### src/rtl/st_pair_splitter_pkg.sv
// st_pair_splitter_pkg: shared constants and helpers for the pair splitter.
// Holds the pointer-width helper and the stats counter width.
package st_pair_splitter_pkg;

   localparam int unsigned STAT_W = 32;

   // Pointer width for a power-of-two FIFO; never narrower than one bit.
   function automatic int unsigned ptr_width(input int unsigned depth);
      return (depth > 1) ? $clog2(depth) : 1;
   endfunction

endpackage

### src/rtl/st_sync_fifo.sv
// st_sync_fifo: show-ahead synchronous FIFO with registered storage.
// Ports: clk, rst (async high), push/din, pop, full, empty, count, head.
module st_sync_fifo
   import st_pair_splitter_pkg::*;
#(
   parameter int unsigned W     = 32,
   parameter int unsigned DEPTH = 4,
   localparam int unsigned PW   = ptr_width(DEPTH)
) (
   input  logic          clk,
   input  logic          rst,
   input  logic          push,
   input  logic [W-1:0]  din,
   input  logic          pop,
   output logic          full,
   output logic          empty,
   output logic [PW:0]   count,
   output logic [W-1:0]  head
);

   localparam logic [PW:0] FULL_CNT = (PW+1)'(DEPTH);

   logic [W-1:0]  mem_q [DEPTH];
   logic [W-1:0]  mem_d [DEPTH];
   logic [PW-1:0] wr_ptr_q, wr_ptr_d;
   logic [PW-1:0] rd_ptr_q, rd_ptr_d;
   logic [PW:0]   cnt_q, cnt_d;
   logic          do_push, do_pop;

   assign full  = (cnt_q == FULL_CNT);
   assign empty = (cnt_q == '0);
   assign count = cnt_q;
   assign head  = mem_q[rd_ptr_q];

   // Guard both sides so a full FIFO never overwrites and an
   // empty one never advances past unwritten data.
   assign do_push = push && !full;
   assign do_pop  = pop && !empty;

   always_comb begin
      mem_d    = mem_q;
      wr_ptr_d = wr_ptr_q;
      rd_ptr_d = rd_ptr_q;
      cnt_d    = cnt_q;
      if (do_push) begin
         mem_d[wr_ptr_q] = din;
         wr_ptr_d        = wr_ptr_q + 1'b1;
      end
      if (do_pop) begin
         rd_ptr_d = rd_ptr_q + 1'b1;
      end
      unique case ({do_push, do_pop})
         2'b10:   cnt_d = cnt_q + 1'b1;
         2'b01:   cnt_d = cnt_q - 1'b1;
         default: cnt_d = cnt_q;
      endcase
   end

   always_ff @(posedge clk or posedge rst) begin
      if (rst) begin
         for (int i = 0; i < int'(DEPTH); i++) begin
            mem_q[i] <= '0;
         end
         wr_ptr_q <= '0;
         rd_ptr_q <= '0;
         cnt_q    <= '0;
      end else begin
         mem_q    <= mem_d;
         wr_ptr_q <= wr_ptr_d;
         rd_ptr_q <= rd_ptr_d;
         cnt_q    <= cnt_d;
      end
   end

endmodule

### src/rtl/st_pair_splitter.sv
// st_pair_splitter: splits packed {B,A} beats into two Avalon-ST sources.
// Ports: clock_clk, reset_reset (async high), asi_in0_* sink,
// aso_out0_* (A) and aso_out1_* (B) sources.
// Optional ST_PAIR_SPLITTER_STATS_EN adds stat_in/out0/out1_cnt outputs.
module st_pair_splitter
   import st_pair_splitter_pkg::*;
#(
   parameter int unsigned N     = 32,
   parameter int unsigned DEPTH = 4
) (
   input  logic            clock_clk,
   input  logic            reset_reset,
   input  logic [2*N-1:0]  asi_in0_data,
   input  logic            asi_in0_valid,
   output logic            asi_in0_ready,
   output logic [N-1:0]    aso_out0_data,
   output logic            aso_out0_valid,
   input  logic            aso_out0_ready,
   output logic [N-1:0]    aso_out1_data,
   output logic            aso_out1_valid,
   input  logic            aso_out1_ready
`ifdef ST_PAIR_SPLITTER_STATS_EN
   ,
   output logic [STAT_W-1:0] stat_in_cnt,
   output logic [STAT_W-1:0] stat_out0_cnt,
   output logic [STAT_W-1:0] stat_out1_cnt
`endif
);

   localparam int unsigned PW = ptr_width(DEPTH);

   typedef struct packed {
      logic [N-1:0] b;
      logic [N-1:0] a;
   } pair_t;

   pair_t       pair;
   logic        full0, full1;
   logic        empty0, empty1;
   logic [PW:0] cnt0, cnt1;
   logic        accept, pop0, pop1;
   logic        unused_cnt;

   assign pair = pair_t'(asi_in0_data);

   // Ready depends only on registered FIFO state, so a pair is
   // accepted into both FIFOs together or not at all.
   assign asi_in0_ready = !full0 && !full1;
   assign accept = asi_in0_valid && asi_in0_ready;

   assign aso_out0_valid = !empty0;
   assign aso_out1_valid = !empty1;
   assign pop0 = aso_out0_valid && aso_out0_ready;
   assign pop1 = aso_out1_valid && aso_out1_ready;

   assign unused_cnt = ^{cnt0, cnt1};

   st_sync_fifo #(
      .W     (N),
      .DEPTH (DEPTH)
   ) u_fifo0 (
      .clk   (clock_clk),
      .rst   (reset_reset),
      .push  (accept),
      .din   (pair.a),
      .pop   (pop0),
      .full  (full0),
      .empty (empty0),
      .count (cnt0),
      .head  (aso_out0_data)
   );

   st_sync_fifo #(
      .W     (N),
      .DEPTH (DEPTH)
   ) u_fifo1 (
      .clk   (clock_clk),
      .rst   (reset_reset),
      .push  (accept),
      .din   (pair.b),
      .pop   (pop1),
      .full  (full1),
      .empty (empty1),
      .count (cnt1),
      .head  (aso_out1_data)
   );

`ifdef ST_PAIR_SPLITTER_STATS_EN
   logic [STAT_W-1:0] stat_in_q, stat_in_d;
   logic [STAT_W-1:0] stat_out0_q, stat_out0_d;
   logic [STAT_W-1:0] stat_out1_q, stat_out1_d;

   always_comb begin
      stat_in_d   = stat_in_q + STAT_W'(accept);
      stat_out0_d = stat_out0_q + STAT_W'(pop0);
      stat_out1_d = stat_out1_q + STAT_W'(pop1);
   end

   always_ff @(posedge clock_clk or posedge reset_reset) begin
      if (reset_reset) begin
         stat_in_q   <= '0;
         stat_out0_q <= '0;
         stat_out1_q <= '0;
      end else begin
         stat_in_q   <= stat_in_d;
         stat_out0_q <= stat_out0_d;
         stat_out1_q <= stat_out1_d;
      end
   end

   assign stat_in_cnt   = stat_in_q;
   assign stat_out0_cnt = stat_out0_q;
   assign stat_out1_cnt = stat_out1_q;
`endif

endmodule

### config.mk
export PLATFORM = sky130hd
export DESIGN_NAME = st_pair_splitter
export DESIGN_NICKNAME = d
export VERILOG_FILES = /design/src/rtl/st_pair_splitter_pkg.sv /design/src/rtl/st_sync_fifo.sv /design/src/rtl/st_pair_splitter.sv
export SDC_FILE = /design/constraint.sdc
export NUM_CORES = 1
export LEC_CHECK = 0
export ABC_AREA = 1
export ABC_CLOCK_PERIOD_IN_PS = 11220
export BUFFER_PORTS_ARGS = -buffer_cell sky130_fd_sc_hd__buf_2
export CAP_MARGIN = 40
export CORE_MARGIN = 2
export CORE_UTILIZATION = 59
export CTS_CLUSTER_DIAMETER = 200
export DETAILED_ROUTE_END_ITERATION = 7
export PLACE_DENSITY = 0.81
export SYNTH_ARGS = -nofsm -noshare
export SYNTH_HDL_FRONTEND = slang
export SYNTH_SLANG_ARGS = --single-unit
### constraint.sdc
create_clock -name clock_clk -period 11.22 [get_ports clock_clk]
set_input_delay 0.561 -clock clock_clk [delete_from_list [all_inputs] [get_ports clock_clk]]
set_output_delay 0.561 -clock clock_clk [all_outputs]
set_load 0.02 [all_outputs]
* Yosys cells after proc, flatten, opt, wreduce, memory -nomap -nowiden *
Cells that the tools add are included.

operators by class
  bitwise gates (word level) = 4
  reduce and logical (&&, ||, !) cells = 18
  $add $sub $neg = 8
  $lt $le $gt $ge = 6
  equality and inequality tests = 6
  muxes and demuxes = 14

operator list
  kind                                                                          number
  128-bit bitwise mux                                                           2
  32-bit two-way mux                                                            6
  32-bit binary-select mux with 2-bit select                                    2
  32-bit demux with 2-bit select                                                2
  3-bit greater-or-equal comparator, second input constant                      4
  2-bit inverter with 3-bit output                                              4
  3-bit one-hot mux with 2 select lines                                         2
  1-bit logical AND                                                             10
  2-bit by 1-bit adder with 2-bit output, second input constant                 4
  3-bit by 1-bit adder with 3-bit output, second input constant                 2
  3-bit equality test, second input constant                                    2
  3-bit zero test                                                               2
  3-bit by 1-bit less-than comparator with 1-bit output, second input constant  2
  3-bit by 1-bit subtractor with 3-bit output, second input constant            2
  2-bit by 1-bit equality test with 1-bit output, second input constant         2
  2-bit equality test, second input constant                                    2
  1-bit zero test                                                               4
  2-bit nonzero test                                                            2

word-level totals
  register bits after elaboration = 270
  word-level logic and storage cells = 70
  input bits = 69
  output and inout port bits = 67

* Logic depth before layout (Yosys ltp) *
  word-level depth = 7
  mapped depth = 11
  gate-level depth less buffers = 11

* By module *
From an unflattened synthesis, not the netlist that was laid out.

second synthesis, totals
  cells, all modules = 1,696
  area, all modules = 13,472.9 µm²

by module, submodules not included
  module            instances  sequential area each (µm²)  area an instance (µm²)  cells an instance
  st_sync_fifo      2          3,378.2                     6,711.4                 842
  st_pair_splitter  1          0.0                         50.0                    12

* Least setup slack after synthesis *
No wires, ideal clock.

  kind = reg-to-output
  from = register u_fifo1.rd_ptr_q[0]
  to = output aso_out1_data[23]
  arrival = 1.344 ns
  slack = 9.315 ns
  cell stages (with the launch flop) = 7
  data required time = 10.659 ns
  path buffers = 3
  path through = dfrtp_1 -> buf_2 -> inv_2 -> buf_2 -> buf_2 -> nor2_1 -> o22ai_1

on the way
  word-level cells in the longest chain between the ends = 4

RTL lines
  what                                                    line                    source
  start: declaration                                      st_sync_fifo.sv:26      logic [PW-1:0] rd_ptr_q, rd_ptr_d;
  start signal: assignment                                st_sync_fifo.sv:70      rd_ptr_q <= rd_ptr_d;
  2-bit inverter with 3-bit output (implied by the code)  st_sync_fifo.sv:33      assign head = mem_q[rd_ptr_q];
  32-bit binary-select mux with 2-bit select              st_sync_fifo.sv:33
  32-bit two-way mux (implied by the code) (2 in series)  st_sync_fifo.sv:33
  end: declaration                                        st_pair_splitter.sv:19  output logic [N-1:0] aso_out1_data,

Every way passes these cells. The select of a mux whose other input is x is not followed.

* Worst setup path in the final report *
  from = register u_fifo0.rd_ptr_q[0]
  to = output aso_out0_data[3]

on the way
  word-level cells in the longest chain between the ends = 4

RTL lines
  what                                                    line                    source
  start: declaration                                      st_sync_fifo.sv:26
  start signal: assignment                                st_sync_fifo.sv:70
  2-bit inverter with 3-bit output (implied by the code)  st_sync_fifo.sv:33
  32-bit binary-select mux with 2-bit select              st_sync_fifo.sv:33
  32-bit two-way mux (implied by the code) (2 in series)  st_sync_fifo.sv:33
  end: declaration                                        st_pair_splitter.sv:16  output logic [N-1:0] aso_out0_data,

Every way passes these cells. The select of a mux whose other input is x is not followed.

==> qor.csv <==
stage,metric,value,unit
power_and_ir_drop,p_per_area,346,nW/µm²
power_and_ir_drop,power_frac_comb,47.9,%
clock_network,post_cts_resized,0,
power_and_ir_drop,swShare,44.9,%
clock_network,numCtsBuffers,29,
synth,yosys.area.top_type,dfrtp_1,
critical_path,cp.arrival,2630,ps
power_and_ir_drop,vdd_drop_max,0.000195,V
sta,clock_skew,18.2,ps
power_and_ir_drop,p_int,2.78,mW
detailed_routing,vias_per_cell,5.97,
sta,setup_viol,0,
die,dieArea,22800,µm²
place,port-buffer-count,135,
detailed_routing,detail-route-antenna-nets,0,
synth,synth_top_area_share,53.0,%
power_and_ir_drop,net-switching-power,2.27,mW
detailed_routing,wire_per_inst,18.1,µm
detailed_routing,drt-pass1-iter-count,7,
synth,synth_nets,1648,
sta,fmax,313,MHz
sta,fin_setup_tns,0,ps
final_layout,mostFrequentLayoutCell,nand2_1,
final_layout,final_util,69.1,%
place,dp.cells,1879,
clock_network,cts.sinks,270,
clock_network,htree_levels,1,
critical_path,cp.required,10660,ps
grt,first_global_vias,11300,
sta,period_share,28.5,%
sta,worst_pin_slew,933,ps
sta,rsz0062_at_grt,no,
place,dp_hpwl,19.7,mm
grt,grt_start_max_net_pins,119,
power_and_ir_drop,fin_total_pwr,5.04,mW
die,core,21100,µm²
synth,synth_cells,1567,
synth,netlist_area,12800,µm²
grt,grt_usage,30.9,%
sta,hold_viol,0,
final_layout,area_growth,14.3,%
final_layout,num-nets-final,1717,
critical_path,start_kind,flip-flop,
power_and_ir_drop,clock_power_share,19.3,%
final_layout,drive_gt1_share,14.1,%
detailed_routing,via_count,11600,
final_layout,final_cells,1937,
critical_path,endpoint_kind,output port,
worst_hold_path,hold_depth,3,
sta,hold_slack,289,ps
synth,synth_area_leaders,"dfrtp_1 (53%), nand2_1 (15%), nand3_1 (10%), o21ai_0 (5.2%), nor2_1 (3.9%)",
sta,drv_slew,0,
detailed_routing,drt_iter0_drc,1126,
sta,post-route-min-period,3190,ps
critical_path,critPathMaxFanout,66,
grt,overflow,0,
die,num_io_pins,136,
synth,ys_seq_elements,270,
run,maxCapViolCount,0,
sta,slew_headroom,37.8,%
clock_network,cts_root_buf,clkbuf_16,
die,placementRows,53,
synth,postSynthAreaPerCell,8.14,µm²
grt,grt_pass1_wl,56.4,mm
clock_network,cts_tree,built,
status,run_status,completed,
synth,ys_warn_count,0,
synth,synth_seq_area_share,53.0,%
die,start_util,60.5,%
clock_network,cts_buffer_depth,3,
critical_path,reg2reg_depth,7,
critical_path,path_class,flip-flop to output port,
detailed_routing,drcViolationCount,0,
final_layout,final_cell_mix,"nand2_1 (526), dfrtp_1 (268), nand3_1 (262), buf_2 (135)",
place,gp_congestion,0.818,
die,die_y,151,µm
grt,grt_antenna_before_repair,3,
power_and_ir_drop,power.leakage,7.67,nW
clock_network,clk_latency,540,ps
worst_hold_path,hp-class,primary input to flip-flop,
die,die_w,151,µm
power_and_ir_drop,power_frac_seq,32.7,%
final_layout,fillers,1644,
detailed_routing,wirelength,35.0,mm
synth,ys_types,22,
clock_network,cts.clk_slew.worst_paths,60,ps
## power groups by stage
stage                     clock, mW  sequential [mW]  combinational [mW]
final                         0.974             1.65                2.42
after CTS                     0.985             1.64                2.41
after global routing           1.03             1.70                2.65
after global placement            0             1.64                2.23
after detailed placement          0             1.65                2.38
after floorplan                   0             1.60                1.71
## cell families (layout without fill, tap and decap cells)
logic type / Yosys count / count (layout) / share of synthesized area, %
buf+inv: 148 / 239 / 6.10
fa+ha+maj: 12 / 12 / 1.30
other cells: 0 / 4 / 0
flops: 270 / 270 / 53.0
xor+xnor: 8 / 8 / 0.549
simple gates: 931 / 931 / 30.7
compound gates: 198 / 198 / 8.40
## Yosys cell counts
cell,n
buf_1,1
buf_2,40
buf_4,2
buf_6,22
clkbuf_1,62
clkinv_1,1
dfrtp_1,270
fa_1,2
ha_1,10
inv_1,17
inv_2,3
nand2_1,526
nand2_2,1
nand3_1,262
nand4_2,8
nor2_1,133
nor2_8,1
o21ai_0,133
o21ai_1,1
o22ai_1,64
xnor2_1,2
xor2_1,6
## worst paths after layout
| path | endpoint | start | slack (ps) |
|---|---|---|---|
| worst max-delay path | aso_out0_data[3] | u_fifo0.rd_ptr_q[0] | 8030 |
| worst min-delay path | u_fifo0.mem_q[96] | asi_in0_data[0] | 290 |
| worst max register to register | u_fifo1.mem_q[48] | u_fifo0.count[1] | 8210 |
| worst min register to register | u_fifo0.mem_q[82] | u_fifo0.mem_q[82] | 470 |
| max in group asynchronous | u_fifo1.mem_q[57] | reset_reset | 9100 |
| min in group asynchronous | u_fifo0.mem_q[118] | reset_reset | 500 |
## metal layers
| metal | GRT usage, % | up-vias | share of wire (%) |
|---|---|---|---|
| met5 | 0 | - | 0.037 |
| met3 | 6.36 | 84 | 9.9 |
| li1 | - | 5304 | - |
| met4 | 11.2 | 2 | 2.8 |
| met1 | 40.9 | 5521 | 39 |
| met2 | 50.8 | 658 | 48 |
## state kept, by name, indices dropped and copies added, names as in the netlist
name              flops
u_fifo1.count         3
u_fifo0.mem_q       128
u_fifo0.count         3
u_fifo1.wr_ptr_q      2
u_fifo0.rd_ptr_q      2
u_fifo0.wr_ptr_q      2
u_fifo1.mem_q       128
u_fifo1.rd_ptr_q      2
## final cells by class
cell class	instances	area [µm²]	area share, %
flip-flops and latches	270	6760	46.4
multi-input cells	1149	5220	35.8
repair buffers	165	1160	7.99
clock buffers	39	833	5.72
well taps	275	344	2.36
clock inverters	14	153	1.05
inverters	21	86.3	0.592
diodes	4	10.0	0.0687
## timing repair
action / CTS / global route
hold endpoints to repair: 22 / 0
buffers inserted: 0 / 0
hold buffers: 1 / 0
## critical path, cell delays in order (launching register included)
cell and delay, ps:
dfrtp_2 340, buf_4 550, inv_2 380, buf_12 290
o21ai_0 180, o22ai_1 140, buf_2 190
## metrics by stage
| stage | setup WS (ps) | cell area [µm²] |
|---|---|---|
| after floorplan | 3220 | 12800 |
| after global placement | 8250 | 13200 |
| after detailed placement | 8250 | 13600 |
| after CTS | 8040 | 14600 |
| after global routing | 7890 | 14600 |
| final | 8030 | 14600 |
(Power assumes the default switching activity.)
